===== config.mk =====
export PLATFORM = sky130hd
export DESIGN_NAME = mem_arbiter
export DESIGN_NICKNAME = d
export VERILOG_FILES = /design/src/rtl/mem_arbiter_pkg.sv /design/src/rtl/mux2.sv /design/src/rtl/mem_arbiter.sv
export SDC_FILE = /design/constraint.sdc
export NUM_CORES = 1
export LEC_CHECK = 0
export BUFFER_PORTS_ARGS = -buffer_cell sky130_fd_sc_hd__buf_4
export CAP_MARGIN = 20
export CORE_ASPECT_RATIO = 0.6
export CORE_MARGIN = 2
export CORE_UTILIZATION = 39
export CTS_CLUSTER_DIAMETER = 50
export CTS_CLUSTER_SIZE = 8
export DETAILED_ROUTE_END_ITERATION = 16
export PLACE_DENSITY = 0.82
export SYNTH_ARGS = -nofsm -noshare
export SYNTH_HDL_FRONTEND = slang
export SYNTH_SLANG_ARGS = --single-unit

===== constraint.sdc =====
create_clock -name clk -period 2.7 [get_ports clk]
set_input_delay 0.54 -clock clk [delete_from_list [all_inputs] [get_ports clk]]
set_output_delay 0.54 -clock clk [all_outputs]
set_load 0.02 [all_outputs]

===== src/rtl/mem_arbiter_pkg.sv =====
// Shared pipeline register package: arbiter state encoding, stage-register
// structs and small sizing helpers used across the MEM stage.
package mem_arbiter_pkg;

   localparam int MAX_WAIT_DEF = 3;

   typedef enum logic {
      IDLE = 1'b0,
      WAIT = 1'b1
   } arb_state_t;

   // Control half of a data-memory access; address and data stay separate
   // because their widths are set per instance.
   typedef struct packed {
      logic       rd;
      logic       wr;
      logic [2:0] func3;
   } mem_ctrl_t;

   typedef struct packed {
      logic       vld;
      logic       we;
      logic [2:0] func3;
   } dbg_ctrl_t;

   // A zero MAX_WAIT still needs a one-bit counter to hold the WAIT entry value.
   function automatic int wcnt_width(input int max_wait);
      return (max_wait > 0) ? $clog2(max_wait + 1) : 1;
   endfunction

endpackage


===== src/rtl/mux2.sv =====
// Generic two-input multiplexer: y = sel ? b : a.
module mux2 #(
   parameter int W = 1
) (
   input  logic         sel,
   input  logic [W-1:0] a,
   input  logic [W-1:0] b,
   output logic [W-1:0] y
);

   assign y = sel ? b : a;

endmodule


===== src/rtl/mem_arbiter.sv =====
// Data-memory arbiter between the pipeline MEM stage and a debug/loader port.
// The pipeline normally wins; debug is forced through after MAX_WAIT denials.
module mem_arbiter
   import mem_arbiter_pkg::*;
#(
   parameter int DM_ADDRESS  = 9,
   parameter int DATA_W      = 32,
   parameter int MAX_WAIT    = MAX_WAIT_DEF,
   parameter int STALL_CNT_W = 16
) (
   input  logic                   clk,
   input  logic                   reset,
   input  logic                   p_rd,
   input  logic                   p_wr,
   input  logic [DM_ADDRESS-1:0]  p_addr,
   input  logic [DATA_W-1:0]      p_wdata,
   input  logic [2:0]             p_func3,
   output logic                   p_stall,
   output logic [DATA_W-1:0]      p_rdata,
   input  logic                   d_req,
   input  logic                   d_we,
   input  logic [DM_ADDRESS-1:0]  d_addr,
   input  logic [DATA_W-1:0]      d_wdata,
   input  logic [2:0]             d_func3,
   output logic                   d_gnt,
   output logic                   d_rvalid,
   output logic [DATA_W-1:0]      d_rdata,
   output logic                   m_rd,
   output logic                   m_wr,
   output logic [DM_ADDRESS-1:0]  m_addr,
   output logic [DATA_W-1:0]      m_wdata,
   output logic [2:0]             m_func3,
   input  logic [DATA_W-1:0]      m_rdata,
   output logic [STALL_CNT_W-1:0] stall_cnt
);

   localparam int                WCNT_W   = wcnt_width(MAX_WAIT);
   localparam logic [WCNT_W-1:0] WCNT_MAX = WCNT_W'(MAX_WAIT);
   localparam logic [WCNT_W-1:0] WCNT_ONE = WCNT_W'(1);

   function automatic logic [STALL_CNT_W-1:0] sat_inc(input logic [STALL_CNT_W-1:0] v);
      return (&v) ? v : v + STALL_CNT_W'(1);
   endfunction

   arb_state_t               state_p0;
   logic [WCNT_W-1:0]        wcnt_p0;
   logic                     vld_p1;
   logic [DATA_W-1:0]        rdata_p1;
   logic [STALL_CNT_W-1:0]   stall_cnt_p1;

   logic                     p_act;
   logic                     gnt_dbg;
   logic                     dbg_rd_gnt;
   mem_ctrl_t                p_ctrl;
   mem_ctrl_t                d_ctrl;
   mem_ctrl_t                m_ctrl;

   always_comb begin
      p_act   = p_rd | p_wr;
      gnt_dbg = 1'b0;
      case (state_p0)
         IDLE:    gnt_dbg = d_req & ~p_act;
         WAIT:    gnt_dbg = d_req & (~p_act | (wcnt_p0 >= WCNT_MAX));
         default: gnt_dbg = 1'b0;
      endcase
   end

   assign d_gnt      = gnt_dbg;
   assign p_stall    = p_act & gnt_dbg;
   assign dbg_rd_gnt = gnt_dbg & ~d_we;

   // ---- stage p0: arbitration state ----
   always_ff @(posedge clk or negedge reset) begin
      if (!reset) begin
         state_p0 <= IDLE;
         wcnt_p0  <= '0;
      end else begin
         case (state_p0)
            IDLE: begin
               if (d_req && p_act) begin
                  state_p0 <= WAIT;
                  wcnt_p0  <= WCNT_ONE;
               end
            end
            WAIT: begin
               // A forced grant restarts the count so the pipeline regains
               // priority for the next MAX_WAIT contested cycles.
               if (gnt_dbg || !d_req) begin
                  state_p0 <= IDLE;
                  wcnt_p0  <= '0;
               end else begin
                  wcnt_p0  <= wcnt_p0 + WCNT_ONE;
               end
            end
            default: begin
               state_p0 <= IDLE;
               wcnt_p0  <= '0;
            end
         endcase
      end
   end

   assign p_ctrl = '{rd: p_rd,  wr: p_wr, func3: p_func3};
   assign d_ctrl = '{rd: ~d_we, wr: d_we, func3: d_func3};

   mux2 #(.W($bits(mem_ctrl_t))) u_ctrl_mux (
      .sel (gnt_dbg),
      .a   (p_ctrl),
      .b   (d_ctrl),
      .y   (m_ctrl)
   );

   mux2 #(.W(DM_ADDRESS)) u_addr_mux (
      .sel (gnt_dbg),
      .a   (p_addr),
      .b   (d_addr),
      .y   (m_addr)
   );

   mux2 #(.W(DATA_W)) u_wdata_mux (
      .sel (gnt_dbg),
      .a   (p_wdata),
      .b   (d_wdata),
      .y   (m_wdata)
   );

   assign m_rd    = m_ctrl.rd;
   assign m_wr    = m_ctrl.wr;
   assign m_func3 = m_ctrl.func3;
   assign p_rdata = m_rdata;

   // ---- stage p1: debug read return and stall statistics ----
   always_ff @(posedge clk or negedge reset) begin
      if (!reset) begin
         vld_p1       <= 1'b0;
         rdata_p1     <= '0;
         stall_cnt_p1 <= '0;
      end else begin
         vld_p1 <= dbg_rd_gnt;
         if (dbg_rd_gnt) begin
            rdata_p1 <= m_rdata;
         end
         if (p_stall) begin
            stall_cnt_p1 <= sat_inc(stall_cnt_p1);
         end
      end
   end

   assign d_rvalid  = vld_p1;
   assign d_rdata   = rdata_p1;
   assign stall_cnt = stall_cnt_p1;

endmodule


==> results_dict.tcl, run 1 <==
set metrics [dict create \
    status "finished clean" \
    port_buffers 254 \
    finalPower_w 0.002684 \
    ys.flop_type "dfrtp_1" \
    maxCapViolCount 0 \
    met2_usage_pct 43.35 \
    syn2layout_area_growth_pct 65.17 \
    irDropWorstVdd_mv 0.3460 \
    async_flop_share_pct 100.0 \
    worst_pin_slew_ps 654.2 \
    drt-initial-drc-count 123 \
    setup_tns_ps 0 \
    critPathKind "reg -> out" \
    drc 0 \
    cts_made_buffers 5 \
    vias 2991 \
    syn_area_per_cell_um2 8.863 \
    cts_tree "built" \
    power_density_nw_per_um2 549.0 \
    finalSetupViolCount 0 \
    die_h_um 71.49 \
    hold_path_class "in -> async" \
    ys_types 33 \
    min_period_over_period_pct 94.29 \
    period_minus_slack_ps 2546 \
    vias_per_cell 4.546 \
    ys_ff_latch 52 \
    wl_per_cell_um 15.40 \
    grt_max_degree 53 \
    grt-ovfl-total 0 \
    insertion_delay_ps 280 \
    drive_gt1_share_pct 55.78 \
    worst_ep_arrival_time_ps 2010 \
    synthCells 334 \
    cts_buffer_depth 2 \
    initial_core_util_pct 40.57 \
    routed_wl_mm 10.13 \
    leakagePower_nw 2.725 \
    die-area_um2 8326 \
    die_w_um 116.5 \
    slew_viol_final 0 \
    nFillCells 621 \
    dpl.hpwl_mm 8.461 \
    cts-root-buf "clkbuf_16" \
    hold_viol_final 0 \
    grt_pass1_wl_mm 14.98 \
    rows 24 \
    crit_path_end_kind "output port" \
    startpoint_type "register" \
    boundaryPins 255 \
    critPathRequiredTime_ps 2160 \
    ant_nets 0 \
    dr.pass1.iters 4 \
    rsz0062_at_grt "false" \
    gp_congestion 0.8357 \
    grt_pass1_vias 2989 \
    path_max_fanout 47 \
    skew_ps 2.944 \
    syn_nets 462 \
    antenna_found_initial 0 \
    use_met3_pct 6.007 \
    synth-edff-count 0 \
    path_clk_slew_ps 60 \
    maxSlewHeadroom_pct 56.39 \
    grtUsageTotal_pct 23.36 \
    fmax_mhz 392.8 \
    core_area_um2 7297 \
    syn-cell-area_um2 2960 \
    cts_sinks 52 \
    h-tree-depth 2 \
    diodes 0 \
    ys_seq_area_share_pct 43.96 \
    cts_hold_buf 0 \
    yosys_warnings 0 \
    use_met1_pct 27.17 \
    busiest_layer "met2" \
    num-nets-final 682 \
]
[state kept, by name, indices dropped and copies added (netlist names)]
name,cells
state_p0,1
stall_cnt,16
d_rvalid,1
d_rdata,32
wcnt_p0,2
[critical path, cell delays in order (launching register included)]
cell and delay [ps]:
dfrtp_1 410, ha_1 250, and2_1 190, o21ai_2 250, inv_4 230, nand2_1 150, o21a_1 120, buf_4 130
[final timing paths]
kind / startpoint / slack (ps) / cells past startpoint / endpoint
min reg2reg: d_rdata[26] / 510 / 1 / d_rdata[26]
min in group clk: m_rdata[1] / 500 / 2 / d_rdata[1]
max: wcnt_p0[0] / 150 / 7 / m_rd
max reg2reg: wcnt_p0[0] / 630 / 7 / d_rdata[17]
min: reset / 280 / 1 / stall_cnt[1]
max in group asynchronous: reset / 1980 / 1 / d_rvalid
[layout make-up]
| type | instances | area (um^2) | area share [%] |
|---|---|---|---|
| clock buffer | 6 | 128.9 | 2.636 |
| clock inverter | 1 | 5.005 | 0.1024 |
| inverter | 3 | 13.76 | 0.2815 |
| multi-input combinational | 232 | 1346 | 27.53 |
| sequential | 52 | 1301 | 26.61 |
| tap | 104 | 130.1 | 2.661 |
| timing repair buffer | 260 | 1964 | 40.17 |
[synthesized netlist by cell type, types with 2 or more instances]
cell	n	area [um^2]
buf_1	2	7.510
buf_2	9	45.04
buf_4	32	240.2
clkbuf_1	4	15.01
dfrtp_1	52	1301
ha_1	2	25.02
inv_1	2	7.510
mux2_2	33	371.6
nand2_1	141	529.3
nand3_1	3	15.01
nand4_1	5	31.28
nor2_1	6	22.52
nor3_1	5	25.02
nor3b_1	2	15.01
nor4_1	3	18.77
o21a_1	2	15.01
xor2_1	15	131.4
[layer usage]
metal,up-vias,routed length [um]
li1,1490,-
met4,0,104
met3,13,778
met1,1381,3884
met5,-,0
met2,107,5361
[report_power, final]
| part | internal (W) | leakage (nW) | total [W] | switching [W] |
|---|---|---|---|---|
| Sequential | 0.000924 | 0.656 | 0.00101 | 0.0000868 |
| Clock | 0.000337 | 0.0667 | 0.000586 | 0.000250 |
| Combinational | 0.000532 | 2.00 | 0.00109 | 0.000555 |
[kinds of logic (layout without fill, tap and decap cells)]
kind of cell	after synthesis	in the layout	synth area share, %
simple gates	175	175	25.91
flops	52	52	43.96
buf+inv	50	270	10.78
mux	33	33	12.55
xor+xnor	15	15	4.438
compound gates	7	7	1.521
fa+ha+maj	2	2	0.8452
[per-stage QoR]
step / hold slack (ps) / cells / util (%) / setup slack [ps] / area (um^2)
finish: 280.2 / 658 / 67.01 / 154.2 / 4890
global route: 336.2 / 658 / 67.01 / 8.681 / 4890
global placement: 492.7 / 651 / 64.97 / 321.3 / 4741
CTS: 309.6 / 658 / 66.80 / 34.11 / 4875
detailed placement: 496.3 / 651 / 64.97 / 314.9 / 4741
floorplan: 244.4 / 334 / - / 525.2 / 2960
[repair_timing]
action | 4_1_cts | 5_1_grt
setup buffers | 0 | 0
endpoints found under the setup margin | 0 | 45
resized for setup | 0 | 6
[cells in the final DEF, fill, tap and decap left out]
master | Yosys | routed
inv_1 | 2 | 2
nand3b_1 | 1 | 1
o21ai_0 | 1 | 1
nand2_1 | 141 | 141
o2111ai_1 | 1 | 1
dfrtp_1 | 52 | 52
nand3_1 | 3 | 3
clkbuf_16 | 0 | 5
buf_12 | 0 | 1
nor4b_1 | 1 | 1
nand3_2 | 1 | 1
or3_4 | 1 | 1
nor4_2 | 1 | 1
nor3_1 | 5 | 5
inv_4 | 0 | 1
nand4_1 | 5 | 5
nor2_1 | 6 | 5
nor3b_1 | 2 | 2
nor4_1 | 3 | 3
o21ai_2 | 0 | 1
nor4b_2 | 1 | 1
nor2_2 | 0 | 1
clkinv_2 | 0 | 1
or4_4 | 1 | 1
o22ai_1 | 1 | 1
o21a_1 | 2 | 2
buf_4 | 32 | 259
xor2_1 | 15 | 15
clkbuf_1 | 4 | 1
and2_1 | 1 | 1
ha_1 | 2 | 2
or2_2 | 1 | 1
mux2_2 | 33 | 33
a21oi_1 | 1 | 1
nor4_4 | 1 | 1
Note: power is estimated with default switching activity, not from simulation.
==> inputs of run 2 (changes only) <==
- GPL_TIMING_DRIVEN: not set -> 0
==> run 2 against run 1 <==
Compared with the run above:
- setup slack lost 62 ps
- die area is the same
- via count grew 7.9%
- sequential power is essentially flat
- final area grew 6.7%
- clock power grew 7.7%
==> results_dict.tcl, run 2 (synthesized netlist as in run 1, its figures left out) <==
set metrics [dict create \
    status "finished clean" \
    h-tree-depth 2 \
    min_period_over_period_pct 96.58 \
    fmax_mhz 383.5 \
    maxCapViolCount 0 \
    slew_viol_final 0 \
    num-nets-final 727 \
    cts_hold_buf 0 \
    drt-initial-drc-count 115 \
    worst_pin_slew_ps 649.3 \
    crit_path_end_kind "output port" \
    design_area_um2 5216 \
    finalPower_w 0.002782 \
    dr.pass1.iters 4 \
    endpoint "m_wdata[14]" \
    die_h_um 71.49 \
    initial_core_util_pct 40.57 \
    gp_congestion 0.8343 \
    die_w_um 116.5 \
    grt_pass1_vias 3039 \
    ant_nets 0 \
    final_cell_mix "290 x buf_4, 141 x nand2_1, 52 x dfrtp_1, 33 x mux2_2, 15 x xor2_1" \
    cts_sinks 52 \
    setup_tns_ps 0 \
    critPathRequiredTime_ps 2160 \
    cts_tree "built" \
    grtUsageTotal_pct 23.93 \
    critPathKind "reg -> out" \
    placed_area_um2 4997 \
    syn2layout_area_growth_pct 76.20 \
    power_density_nw_per_um2 533.3 \
    r2r-end "d_rdata[1]" \
    r2r-start "wcnt_p0[0]" \
    vias 3228 \
    routed_wl_mm 10.68 \
    insertion_delay_ps 280 \
    die-area_um2 8326 \
    worst_slack_ps 92.29 \
    crit_start "wcnt_p0[0]" \
    antenna_found_initial 0 \
    core_area_um2 7297 \
    drc 0 \
    startpoint_type "register" \
    grt_max_degree 53 \
    rr_worst_depth 7 \
    boundaryPins 255 \
    hold_path_class "in -> async" \
    dpl.hpwl_mm 9.015 \
    worst_ep_arrival_time_ps 2070 \
    cts_made_buffers 5 \
    wl_per_cell_um 15.16 \
    diodes 0 \
    port_buffers 254 \
    cts_buffer_depth 2 \
    path_clk_slew_ps 60 \
    maxSlewHeadroom_pct 56.72 \
    leakagePower_nw 2.931 \
    path_max_fanout 10 \
    finalSetupViolCount 0 \
    fin_util_pct 71.48 \
    vias_per_cell 4.585 \
    grt_pass1_wl_mm 15.64 \
    grt-ovfl-total 0 \
    period_minus_slack_ps 2608 \
    rows 24 \
    irDropWorstVdd_mv 0.3054 \
    cts-root-buf "clkbuf_16" \
    reg2reg_slack_ps 510 \
    largest_reg_flops 32 \
    pre_cts_ws_ps 213.5 \
    rsz0062_at_grt "false" \
    layout_commonest_cell "buf_4" \
    hold_viol_final 0 \
    drive_gt1_share_pct 58.83 \
    skew_ps 5.754 \
]
## run 2: cell types whose count changed in the layout (fill, tap and decap cells not counted), moves of 2 or more
cell,change
buf_6,+4
clkbuf_1,+2
buf_4,+31
clkbuf_2,+3
buf_2,+5
## run 2: worst min path at each step
stage | from | to | slack (ps) | cells after the start
after floorplan | reset | d_rdata[0] | 240 | 0
after global placement | d_rdata[19] | d_rdata[19] | 490 | 1
after detailed placement | d_rdata[4] | d_rdata[4] | 500 | 1
after CTS | reset | stall_cnt[4] | 310 | 1
after global routing | reset | stall_cnt[4] | 320 | 1
final | reset | stall_cnt[1] | 280 | 1
## run 2: where the power goes
group / internal, W / leakage [nW] / switching [W] / total [W]
clock: 0.000369 / 0.0701 / 0.000261 / 0.000631
combinational: 0.000570 / 2.20 / 0.000572 / 0.00114
sequential: 0.000924 / 0.656 / 0.0000851 / 0.00101
## run 2: through the flow
step | hold WS (ps) | cells
2_1_floorplan | 244.4 | 334
3_3_place_gp | 491.6 | 692
3_5_place_dp | 496.7 | 692
4_1_cts | 306.6 | 702
5_1_grt | 324.5 | 704
6_report | 279.3 | 704
## run 2: critical path: stages (launching register included)
cell and delay (ps):
dfrtp_1 400, ha_2 210, and2_1 180, o21ai_2 180, buf_6 150, inv_2 40, clkbuf_4 180, buf_6 160
nand2_1 90, nand2_1 60, buf_4 150
## run 2: cell type report
cell class                 count  area (um^2)
sequential                    52         1301
clock buffer                   7        142.6
buffer                        47        340.3
inverter                       3        11.26
multi-input combinational    232         1346
clock inverter                 1        7.507
tap                          104        130.1
timing repair buffer         258         1937
fill                         577         2081
## run 2: what timing repair did
item	in CTS	in global routing
gates cloned	0	0
buffers inserted	2	2
pin swaps	0	1
setup endpoints to repair	36	40
gates resized for setup	2	18
## run 2: per-layer routing
layer,vias to the layer above,wire length [um],share of wire (%),track usage [%]
met1,1526,4148,39,29.83
li1,1582,-,-,-
met2,110,5664,53,43.80
met3,10,760,7.1,5.330
met4,0,103,0.96,3.042
met5,-,0,0,0
==> inputs of run 3 (changes only) <==
- RECOVER_POWER: not set -> 50
==> run 3 against run 2 <==
Compared with the run above:
- combinational power fell by 11%
- first-iteration DRC count rose by 17%
- clock-buffer cell count did not move
- critical endpoint unchanged
- largest cell class unchanged
- largest power group unchanged
- highest routed layer unchanged
==> results_dict.tcl, run 3 (synthesized netlist as in run 1, its figures left out) <==
set metrics [dict create \
    core_area_um2 7297 \
    gp_congestion 0.8343 \
    status "finished clean" \
    finalSetupViolCount 0 \
    antenna_found_initial 0 \
    crit_path_end_kind "output port" \
    pwr-share-clk_pct 23.9 \
    p_sw_share_pct 34.77 \
    drc 0 \
    p_seq_share_pct 37.9 \
    min_period_over_period_pct 96.66 \
    grtUsageTotal_pct 23.93 \
    drt-initial-drc-count 135 \
    rows 24 \
    path_max_fanout 10 \
    critPathRequiredTime_ps 2160 \
    grt_pass1_vias 3039 \
    worst_ep_arrival_time_ps 2070 \
    power_frac_comb_pct 38.2 \
    holdWs_ps 501.6 \
    p_switching_w 0.0009237 \
    syn2layout_area_growth_pct 68.26 \
    grt-ovfl-total 0 \
    grt_pass1_wl_mm 15.64 \
    die-area_um2 8326 \
    cts_tree "built" \
    cts_sinks 52 \
    leakagePower_nw 2.697 \
    wl_per_cell_um 15.31 \
    num-nets-final 727 \
    period_minus_slack_ps 2610 \
    die_h_um 71.49 \
    rsz0062_at_grt "false" \
    largest_reg_flops 32 \
    routed_wl_mm 10.78 \
    drive_gt1_share_pct 48.50 \
    vias 3225 \
    slew_viol_final 0 \
    worst_pin_slew_ps 1259 \
    cts_buffer_depth 2 \
    maxSlewHeadroom_pct 16.08 \
    startpoint_type "register" \
    vias_per_cell 4.581 \
    skew_ps 6.495 \
    critPathKind "reg -> out" \
    cts_hold_buf 0 \
    dpl.hpwl_mm 9.015 \
    port_buffers 254 \
    initial_core_util_pct 40.57 \
    p_int_w 0.001733 \
    setup_tns_ps 0 \
    insertion_delay_ps 280 \
    cts_made_buffers 5 \
    hold_viol_final 0 \
    boundaryPins 255 \
    irDropWorstVdd_mv 0.2816 \
    diodes 0 \
    grt_max_degree 53 \
    fin_util_pct 68.26 \
    final_cell_mix "227 x buf_4, 141 x nand2_1, 65 x clkbuf_1, 52 x dfrtp_1, 33 x mux2_2" \
    hold_path_class "in -> reg" \
    die_w_um 116.5 \
    layout_commonest_cell "buf_4" \
    power_density_nw_per_um2 533.4 \
    dr.pass1.iters 4 \
    maxCapViolCount 0 \
    h-tree-depth 2 \
    path_clk_slew_ps 60 \
    fmax_mhz 383.1 \
    cts-root-buf "clkbuf_16" \
    ant_nets 0 \
]
-- run 3: cell types whose count changed in the layout (fill, tap and decap cells not counted), sizes merged --
cell,change
buf,-63
clkbuf,+63
-- run 3: timing repair --
item | CTS | global route
pin swaps | 0 | 1
buffers inserted | 2 | 2
gates resized for setup | 2 | 18
cloned | 0 | 0
endpoints found under the setup margin | 36 | 40
-- run 3: metrics by stage --
| stage | total power [W] | setup slack [ps] | cell area [um^2] | std cells |
|---|---|---|---|---|
| global placement | 0.002127 | 253.4 | 4997 | 692 |
| detailed placement | 0.002159 | 213.5 | 4997 | 692 |
| finish | 0.002657 | 90.05 | 4981 | 704 |
| global route | 0.002787 | 4.651 | 4981 | 704 |
| CTS | 0.002797 | 9.811 | 5166 | 702 |
| floorplan | 0.001559 | 525.2 | 2960 | 334 |
-- run 3: power groups by stage --
stage / sequential [W] / combinational [W] / clock [W]
5_1_grt: 0.00102 / 0.00108 / 0.000685
3_5_place_dp: 0.00102 / 0.00114 / 0
6_report: 0.00101 / 0.00102 / 0.000635
3_3_place_gp: 0.00101 / 0.00111 / 0
2_1_floorplan: 0.00119 / 0.000372 / 0
4_1_cts: 0.00101 / 0.00114 / 0.000646
-- run 3: final cells by class --
type | count | area [um^2]
Tap cell | 104 | 130.1
Timing Repair Buffer | 258 | 1702
Inverter | 3 | 11.26
Clock inverter | 1 | 7.507
Multi-Input combinational cell | 232 | 1346
Fill cell | 647 | 2316
Buffer | 47 | 340.3
Clock buffer | 7 | 142.6
Sequential cell | 52 | 1301
-- run 3: final timing paths --
| check | to | start | cells after the start | slack (ps) |
|---|---|---|---|---|
| hold reg to reg | d_rdata[12] | d_rdata[12] | 1 | 510 |
| setup reg to reg | d_rdata[29] | wcnt_p0[0] | 7 | 510 |
| min in group asynchronous | stall_cnt[2] | reset | 1 | 520 |
| max in group asynchronous | d_rdata[20] | reset | 1 | 1420 |
| setup / recovery | m_wdata[14] | wcnt_p0[0] | 10 | 90 |
| hold / removal | d_rdata[28] | m_rdata[28] | 2 | 500 |
-- run 3: critical path, cell delays in order, from the launching register on --
cell	delay, ps
dfrtp_1	400
ha_2	210
and2_1	180
o21ai_2	180
buf_6	150
inv_2	40
clkbuf_4	180
buf_6	160
nand2_1	80
nand2_1	60
buf_4	150
-- run 3: routing by layer --
metal  GRT usage [%]  wire length (um)  vias to the layer above
li1                -                 -                     1579
met2           43.80              5674                      115
met1           29.83              4292                     1525
met4           3.042                65                        0
met5               0                 0                        -
met3           5.330               744                        6
